$ cat config.mk
export PLATFORM = sky130hd
export DESIGN_NAME = pe_cfg
export DESIGN_NICKNAME = d
export VERILOG_FILES = /design/src/rtl/pe_cfg.sv
export SDC_FILE = /design/constraint.sdc
export NUM_CORES = 1
export LEC_CHECK = 0
export CORE_MARGIN = 2
export CORE_UTILIZATION = 50
export CTS_CLUSTER_DIAMETER = 60
export DETAILED_ROUTE_END_ITERATION = 8
export PLACE_DENSITY = 0.73
export SLEW_MARGIN = 20
export SYNTH_ARGS = -nofsm -noshare
export SYNTH_HDL_FRONTEND = slang
export SYNTH_SLANG_ARGS = --single-unit
export TNS_END_PERCENT = 10
$ cat constraint.sdc
create_clock -name clk -period 6.85 [get_ports clk]
set_input_delay 1.37 -clock clk [delete_from_list [all_inputs] [get_ports clk]]
set_output_delay 1.37 -clock clk [all_outputs]
set_load 0.005 [all_outputs]
$ cat src/rtl/pe_cfg.sv
// pe_cfg: parametrised systolic-array processing element.
//   Mode 0: chain-sum PE (so = si + di*wi, operands forwarded east/south).
//   Mode 1: output-stationary PE (accumulate a LEN-term tile, emit once, then
//           pass neighbours' results along the drain chain).
// Optional feature macro: PE_CFG_SAT_EN -- when defined every accumulator add
// saturates and the sticky ovf flag is implemented; otherwise adds wrap and
// ovf is tied low.
module pe_cfg #(
    parameter int unsigned DW     = 8,
    parameter int unsigned AW     = 24,
    parameter int unsigned CNT_W  = 8,
    parameter bit          SIGNED = 1'b0
) (
    input  logic             clk,
    input  logic             rst,
    input  logic             mode,
    input  logic             valid_in,
    input  logic [DW-1:0]    di,
    input  logic [DW-1:0]    wi,
    input  logic [AW-1:0]    si,
    input  logic             si_valid,
    input  logic             start,
    input  logic [CNT_W-1:0] len,
    output logic [DW-1:0]    dout,
    output logic [DW-1:0]    wo,
    output logic             valid_out,
    output logic [AW-1:0]    so,
    output logic             so_valid,
    output logic             busy,
    output logic             ovf
);

    typedef enum logic [1:0] {StIdle, StAcc, StDrain} state_e;

    state_e           state_q;
    logic             mode_q;
    logic [DW-1:0]    di_q, wi_q;
    logic             valid_q;
    logic [AW-1:0]    so_q;
    logic             so_valid_q;
    logic             busy_q;
    logic [AW-1:0]    acc_q;
    logic [CNT_W-1:0] cnt_q;
    logic [CNT_W-1:0] len_q;

    logic [2*DW-1:0]  prod_w;
    logic [AW-1:0]    prod;
    logic [AW-1:0]    chain_term;
    logic [AW-1:0]    chain_add;
    logic [AW-1:0]    acc_add;

    logic             idle;
    logic             mode_eff;
    logic             chain_en;
    logic             tile_start;
    logic             acc_en;

    // Mode only takes effect in IDLE; a tile in flight keeps its captured mode.
    assign idle       = (state_q == StIdle);
    assign mode_eff   = idle ? mode : mode_q;
    assign chain_en   = idle && !mode_eff;
    assign tile_start = idle && mode_eff && start;
    assign acc_en     = (state_q == StAcc) && valid_q;

    // Product of the registered operands, extended to accumulator width.
    always_comb begin
        if (SIGNED) begin
            prod_w = {{DW{di_q[DW-1]}}, di_q} * {{DW{wi_q[DW-1]}}, wi_q};
            prod   = AW'($signed(prod_w));
        end else begin
            prod_w = {{DW{1'b0}}, di_q} * {{DW{1'b0}}, wi_q};
            prod   = AW'(prod_w);
        end
    end

    assign chain_term = valid_q ? prod : '0;

`ifdef PE_CFG_SAT_EN
    logic chain_clip;
    logic acc_clip;
    logic ovf_q;

    // Returns {clipped, result}; result pinned to the representable range.
    function automatic logic [AW:0] sat_add(input logic [AW-1:0] a, input logic [AW-1:0] b);
        logic [AW:0]   s;
        logic [AW-1:0] r;
        logic          clip;
        s    = {1'b0, a} + {1'b0, b};
        r    = s[AW-1:0];
        clip = 1'b0;
        if (SIGNED) begin
            if ((a[AW-1] == b[AW-1]) && (s[AW-1] != a[AW-1])) begin
                clip = 1'b1;
                r    = a[AW-1] ? {1'b1, {(AW-1){1'b0}}} : {1'b0, {(AW-1){1'b1}}};
            end
        end else if (s[AW]) begin
            clip = 1'b1;
            r    = '1;
        end
        return {clip, r};
    endfunction

    assign {chain_clip, chain_add} = sat_add(si, chain_term);
    assign {acc_clip, acc_add}     = sat_add(acc_q, prod);

    // Sticky overflow: any clip sets it, reset or an accepted start clears it.
    always_ff @(posedge clk) begin
        if (!rst) begin
            ovf_q <= 1'b0;
        end else if (tile_start) begin
            ovf_q <= 1'b0;
        end else if ((chain_en && chain_clip) || (acc_en && acc_clip)) begin
            ovf_q <= 1'b1;
        end
    end

    assign ovf = ovf_q;
`else
    assign chain_add = si + chain_term;
    assign acc_add   = acc_q + prod;
    assign ovf       = 1'b0;
`endif

    // Operand stage: capture operands on valid, forward valid every cycle.
    always_ff @(posedge clk) begin
        if (!rst) begin
            di_q    <= '0;
            wi_q    <= '0;
            valid_q <= 1'b0;
        end else begin
            valid_q <= valid_in;
            if (valid_in) begin
                di_q <= di;
                wi_q <= wi;
            end
        end
    end

    // Control FSM plus partial-sum / result output register.
    always_ff @(posedge clk) begin
        if (!rst) begin
            state_q    <= StIdle;
            mode_q     <= 1'b0;
            so_q       <= '0;
            so_valid_q <= 1'b0;
            busy_q     <= 1'b0;
            acc_q      <= '0;
            cnt_q      <= '0;
            len_q      <= '0;
        end else begin
            case (state_q)
                StIdle: begin
                    mode_q <= mode;
                    if (chain_en) begin
                        so_q       <= chain_add;
                        so_valid_q <= valid_q;
                    end else begin
                        so_q       <= si;
                        so_valid_q <= si_valid;
                        if (tile_start) begin
                            acc_q   <= '0;
                            cnt_q   <= '0;
                            len_q   <= len;
                            busy_q  <= 1'b1;
                            state_q <= (len == '0) ? StDrain : StAcc;
                        end
                    end
                end
                StAcc: begin
                    so_valid_q <= 1'b0;
                    if (acc_en) begin
                        acc_q <= acc_add;
                        cnt_q <= cnt_q + CNT_W'(1);
                        if ((cnt_q + CNT_W'(1)) == len_q) begin
                            state_q <= StDrain;
                        end
                    end
                end
                StDrain: begin
                    so_q       <= acc_q;
                    so_valid_q <= 1'b1;
                    busy_q     <= 1'b0;
                    state_q    <= StIdle;
                end
                default: begin
                    so_valid_q <= 1'b0;
                    busy_q     <= 1'b0;
                    state_q    <= StIdle;
                end
            endcase
        end
    end

    assign dout      = di_q;
    assign wo        = wi_q;
    assign valid_out = valid_q;
    assign so        = so_q;
    assign so_valid  = so_valid_q;
    assign busy      = busy_q;

endmodule

# After elaboration in Yosys (flattened, before gate mapping)

Cells that the tools add are included.

Bits in registers: 86
Bits of input ports: 54
Output and inout port bits: 44

$add $sub $neg: 3
$mul: 1
Eq/ne operators: 7
Mux-type cells: 23
Bitwise operators: 2
Reduce and logical (&&, ||, !) cells: 13

Operators with widths:

| kind                                           | number |
|---|---|
| 2-to-1 mux 24 bit                              | 4 |
| case mux 24 bit (2 select lines)               | 2 |
| adder 24 x 16 -> 24 bit                        | 2 |
| 2-to-1 mux 8 bit                               | 3 |
| multiplier 8 x 8 -> 16 bit                     | 1 |
| 2-to-1 mux 16 bit                              | 1 |
| case mux 8 bit (2 select lines)                | 1 |
| 2-to-1 mux 2 bit                               | 5 |
| adder 8 x 1 -> 8 bit (second input constant)   | 1 |
| == test 8 bit                                  | 1 |
| zero test 8 bit                                | 1 |
| AND reduction 4 bit                            | 2 |
| AND reduction 3 bit                            | 2 |
| logical AND 1 bit                              | 4 |
| 2-to-1 mux 1 bit                               | 4 |
| != test 2 x 1 -> 1 bit (second input constant) | 2 |
| != test 2 bit (second input constant)          | 2 |
| case mux 1 bit (2 select lines)                | 2 |
| case mux 2 bit (2 select lines)                | 1 |
| nonzero test 2 bit                             | 2 |
| == test 2 x 1 -> 1 bit (second input constant) | 1 |
| == test 2 bit (second input constant)          | 1 |
| zero test 2 bit                                | 1 |
| NOT 1 bit                                      | 2 |
| zero test 1 bit                                | 1 |

# Logic depth before layout (Yosys ltp)

Depth after elaboration: 7
Depth in mapped cells: 24

# Worst setup path before layout

OpenSTA, ideal clock, no wires.

Kind: reg-to-reg
Start: register di_q[1] (netlist: dout[1])
End: register so_q[23] (netlist: so[23])
Library setup time: 0.130 ns
Data arrival time: 5.410 ns
Required time: 6.720 ns
Path slack: 1.309 ns
Stages on the path, launching flop included: 23
Path through: dfxtp_1 -> and2_1 -> fa_1 -> fa_1 -> fa_1 -> inv_1 -> fa_1 -> inv_1 -> ha_1 -> or2_2 -> o31ai_1 -> nor2_1 -> a21oi_1 -> xnor2_1 -> and2_1 -> ha_1 -> or2_2 -> and3_1 -> a32oi_1 -> o21ai_2 -> o21ai_2 -> or4_1 -> nand4_1

Word-level cells in the longest chain between the ends: 5

RTL lines:

| what                             | line | RTL |
|---|---|---|
| from (decl)                      | 37   | `logic [DW-1:0] di_q, wi_q;` |
| from (signal assigned)           | 133  | `di_q <= di;` |
| multiplier 8 x 8 -> 16 bit       | 71   | `prod_w = {{DW{1'b0}}, di_q} * {{DW{1'b0}}, wi_q};` |
| 2-to-1 mux 16 bit                | 76   | `assign chain_term = valid_q ? prod : '0;` |
| adder 24 x 16 -> 24 bit          | 119  | `assign chain_add = si + chain_term;` |
| 2-to-1 mux 24 bit                | 154  | `if (chain_en) begin` |
| case mux 24 bit (2 select lines) | 151  | `case (state_q)` |
| to (signal assigned)             | 155  | `so_q <= chain_add;` |
| to (signal assigned)             | 158  | `so_q <= si;` |
| to (signal assigned)             | 180  | `so_q <= acc_q;` |
| to (decl)                        | 39   | `logic [AW-1:0] so_q;` |

No other way between the ends.
A chain may end at the register's enable or synchronous reset.

# Final worst setup path

Start: register di_q[2] (netlist: dout[2])
End: register so_q[17] (netlist: so[17])

The elaborated chain is that of the path after synthesis.

==> reports/qor.yml <==
clock_network:
  clkTransAtPathRegs_ns: 0.07
  clk_latency_ns: 0.35
  cts_made_buffers: 9
  cts_hold_buf: 0
  cts_buffer_depth: 2
  clock_sinks: 85
  cts_tree: "done"
  postCtsSetupBuffers: 0
  post_cts_resize_count: 0
  h-tree-depth: 3
  cts_root_buf: "clkbuf_16"
global_route:
  grt_util_all_layers_pct: 23.8
  grt_pass1_wl_um: 32000
  grt_max_degree: 69
  antenna_found_initial: 0
  grt-ovfl-total: 0
  grt_pass1_vias: 6657
sta:
  min_period_ns: 6.21
  tightest_slew_ns: 1.07
  rsz0062_at_grt: "false"
  hold_viol_final: 0
  setup_viol_count_final: 0
  slew_viol_final: 0
  final.setup.tns_ns: 0
  fin_worst_skew_ns: 0.00947
  period_share_pct: 90.7
  relSlewSlack_pct: 28.6
  fmax_mhz: 161
layout:
  synthToLayoutAreaGrowth_pct: 17.4
  drive_above_1_share_pct: 4.08
  final_cell_mix: "clkdlybuf4s50_1, nand2_1, dfxtp_1"
  antenna_cells: 0
  nNetsFinal: 1185
  finalNonFillerCells: 1240
  layout_commonest_cell: "clkdlybuf4s50_1"
  final_area_sq_um: 9200
placement:
  postPlaceCellArea_sq_um: 8900
  numPortBuffers: 96
  dp_hpwl_um: 14800
  place.gp.congestion: 0.944
  place_inst: 1224
routing:
  wirelength_um: 19600
  drt_iter0_drc: 409
  wl_per_cell_um: 15.8
  avgViaCountPerCell: 5.60
  ant_nets: 0
  route.detailed.drc: 0
  drt-pass1-iter-count: 5
  route.vias.total: 6950
flow_run:
  maxCapViolCount: 0
logic_synthesis:
  syn_area_per_cell_sq_um: 8.26
  synthArstFlopShare_pct: 0
  seq_area_frac_synth_pct: 21.7
  synth.distinct_cells: 77
  syn_nets: 1109
  netlist_instances: 948
  synth-edff-count: 0
  yosys_warnings: 0
  ys_ff_latch: 85
  synth_area_sq_um: 7830
  ys.flop_type: "dfxtp_1"
setup_path:
  ff2ff_setup_slack_ns: 0.64
  critPathLaunchType: "flip-flop"
  crit_type: "flip-flop to flip-flop"
  cp_data_arrival_time_ns: 6.44
  cpMostUsedCell: "fa_1"
  crit_path_end_kind: "flip-flop"
  crit_slowest_cell: "fa_1"
  worstPathRequired_ns: 7.08
  cpPeakStageDelay_ns: 0.57
  cp_max_fo: 10
  path_cells: "and2_1, fa_1, fa_1, fa_1, inv_1, fa_1, inv_1, ha_1, or2_2, a21o_1, a311oi_1, o21ai_0, xnor2_1, and2_1, ha_1, inv_1, nor2_1, o21ai_0, o2111a_1, nor3_1, xnor2_1, o21ai_0"
die:
  initial_core_util_pct: 51.3
  rows: 45
  io_pins: 98
  core_area_sq_um: 15300
  dieArea_sq_um: 16700
  die_width_um: 129
  die_h_um: 129
pwr:
  vdd_ir_drop_max_mv: 0.104
  power.density_nw_per_um2: 148
  power.leakage_nw: 4.03
hold_path:
  hold_class: "flip-flop to flip-flop"
run_status:
  status: "finished, final reports clean"
## layer usage
metal	part of all wire, %	wire, um	track usage, %	vias up
met4	1.7	336	8.12	0
met5	0	0	0	-
met3	5.6	1090	3.55	24
met1	48	9360	32.4	3238
li1	-	-	-	3467
met2	45	8790	38.9	221
## metrics by stage
step / utilization (%) / worst slack [ns] / power (mW) / hold WS (ns)
after floorplan: - / 1.31 / 0.750 / 0.452
after global placement: 58.4 / 0.768 / 0.870 / 0.452
after detailed placement: 58.4 / 0.684 / 0.875 / 0.460
after CTS: 60.3 / 0.654 / 1.37 / 0.469
after global routing: 60.3 / 0.291 / 1.44 / 0.495
final: 60.3 / 0.638 / 1.36 / 0.465
## final cells by class
| class | count | area [sq um] |
|---|---|---|
| fillers | 1381 | 6060 |
| inverters | 65 | 244 |
| repair buffers | 102 | 1000 |
| well taps | 211 | 264 |
| multi-input cells | 761 | 5690 |
| clock inverters | 5 | 58.8 |
| flip-flops and latches | 85 | 1700 |
| clock buffers | 11 | 233 |
## path summary, 6_finish.rpt
kind / end / start / cells past startpoint
max: so[17] / dout[2] / 22
min: busy / busy / 2
max reg2reg: so[17] / dout[2] / 22
min reg2reg: busy / busy / 2
## registers in the layout, summed over array words and instances (netlist names)
name and count:
acc_q 24, busy 1, cnt_q 8, dout 8
len_q 8, so 24, so_valid 1, state_q 2
valid_out 1, wo 8
## critical path, delay by kind of cell (launching register included)
family	cells	cell delay [ns]
fa+ha+maj	6	2.67
compound gates	6	1.41
simple gates	5	0.84
flops	1	0.49
xor+xnor	2	0.44
buf+inv	3	0.24
## synth_stat cells (all sizes together) (5+ instances only)
cell type,n,area [sq um]
nor2,48,180
mux2i,17,170
and2,79,494
buf,10,82.6
o211ai,12,90.1
dfxtp,85,1700
inv,64,240
o21ai,51,263
nand3,28,140
o21a,12,90.1
ha,69,863
nand2,89,337
a21o,16,123
nor2b,43,269
a21oi,48,244
and3,14,87.6
xor2,24,210
a221oi,5,43.8
nor3,14,70.1
a211oi,8,60.1
clkbuf,27,113
fa,38,761
a22oi,25,188
a21boi,16,120
xnor2,28,245
## report_power, final
part	internal, mW	total, mW	switching (mW)
Sequential	0.520	0.546	0.0266
Clock	0.284	0.498	0.214
Combinational	0.156	0.321	0.164
Total	0.960	1.36	0.405
## logic make-up (layout without fill, tap and decap cells)
family | count (synthesis) | after routing | synth area share [%]
fa+ha+maj | 107 | 107 | 20.7
other cells | 1 | 1 | 0.0479
buf+inv | 102 | 183 | 5.61
flops | 85 | 85 | 21.7
mux | 17 | 17 | 2.17
xor+xnor | 52 | 52 | 5.82
compound gates | 235 | 235 | 20.5
simple gates | 349 | 349 | 23.4
No activity file was read; power rests on OpenSTA's default activity.
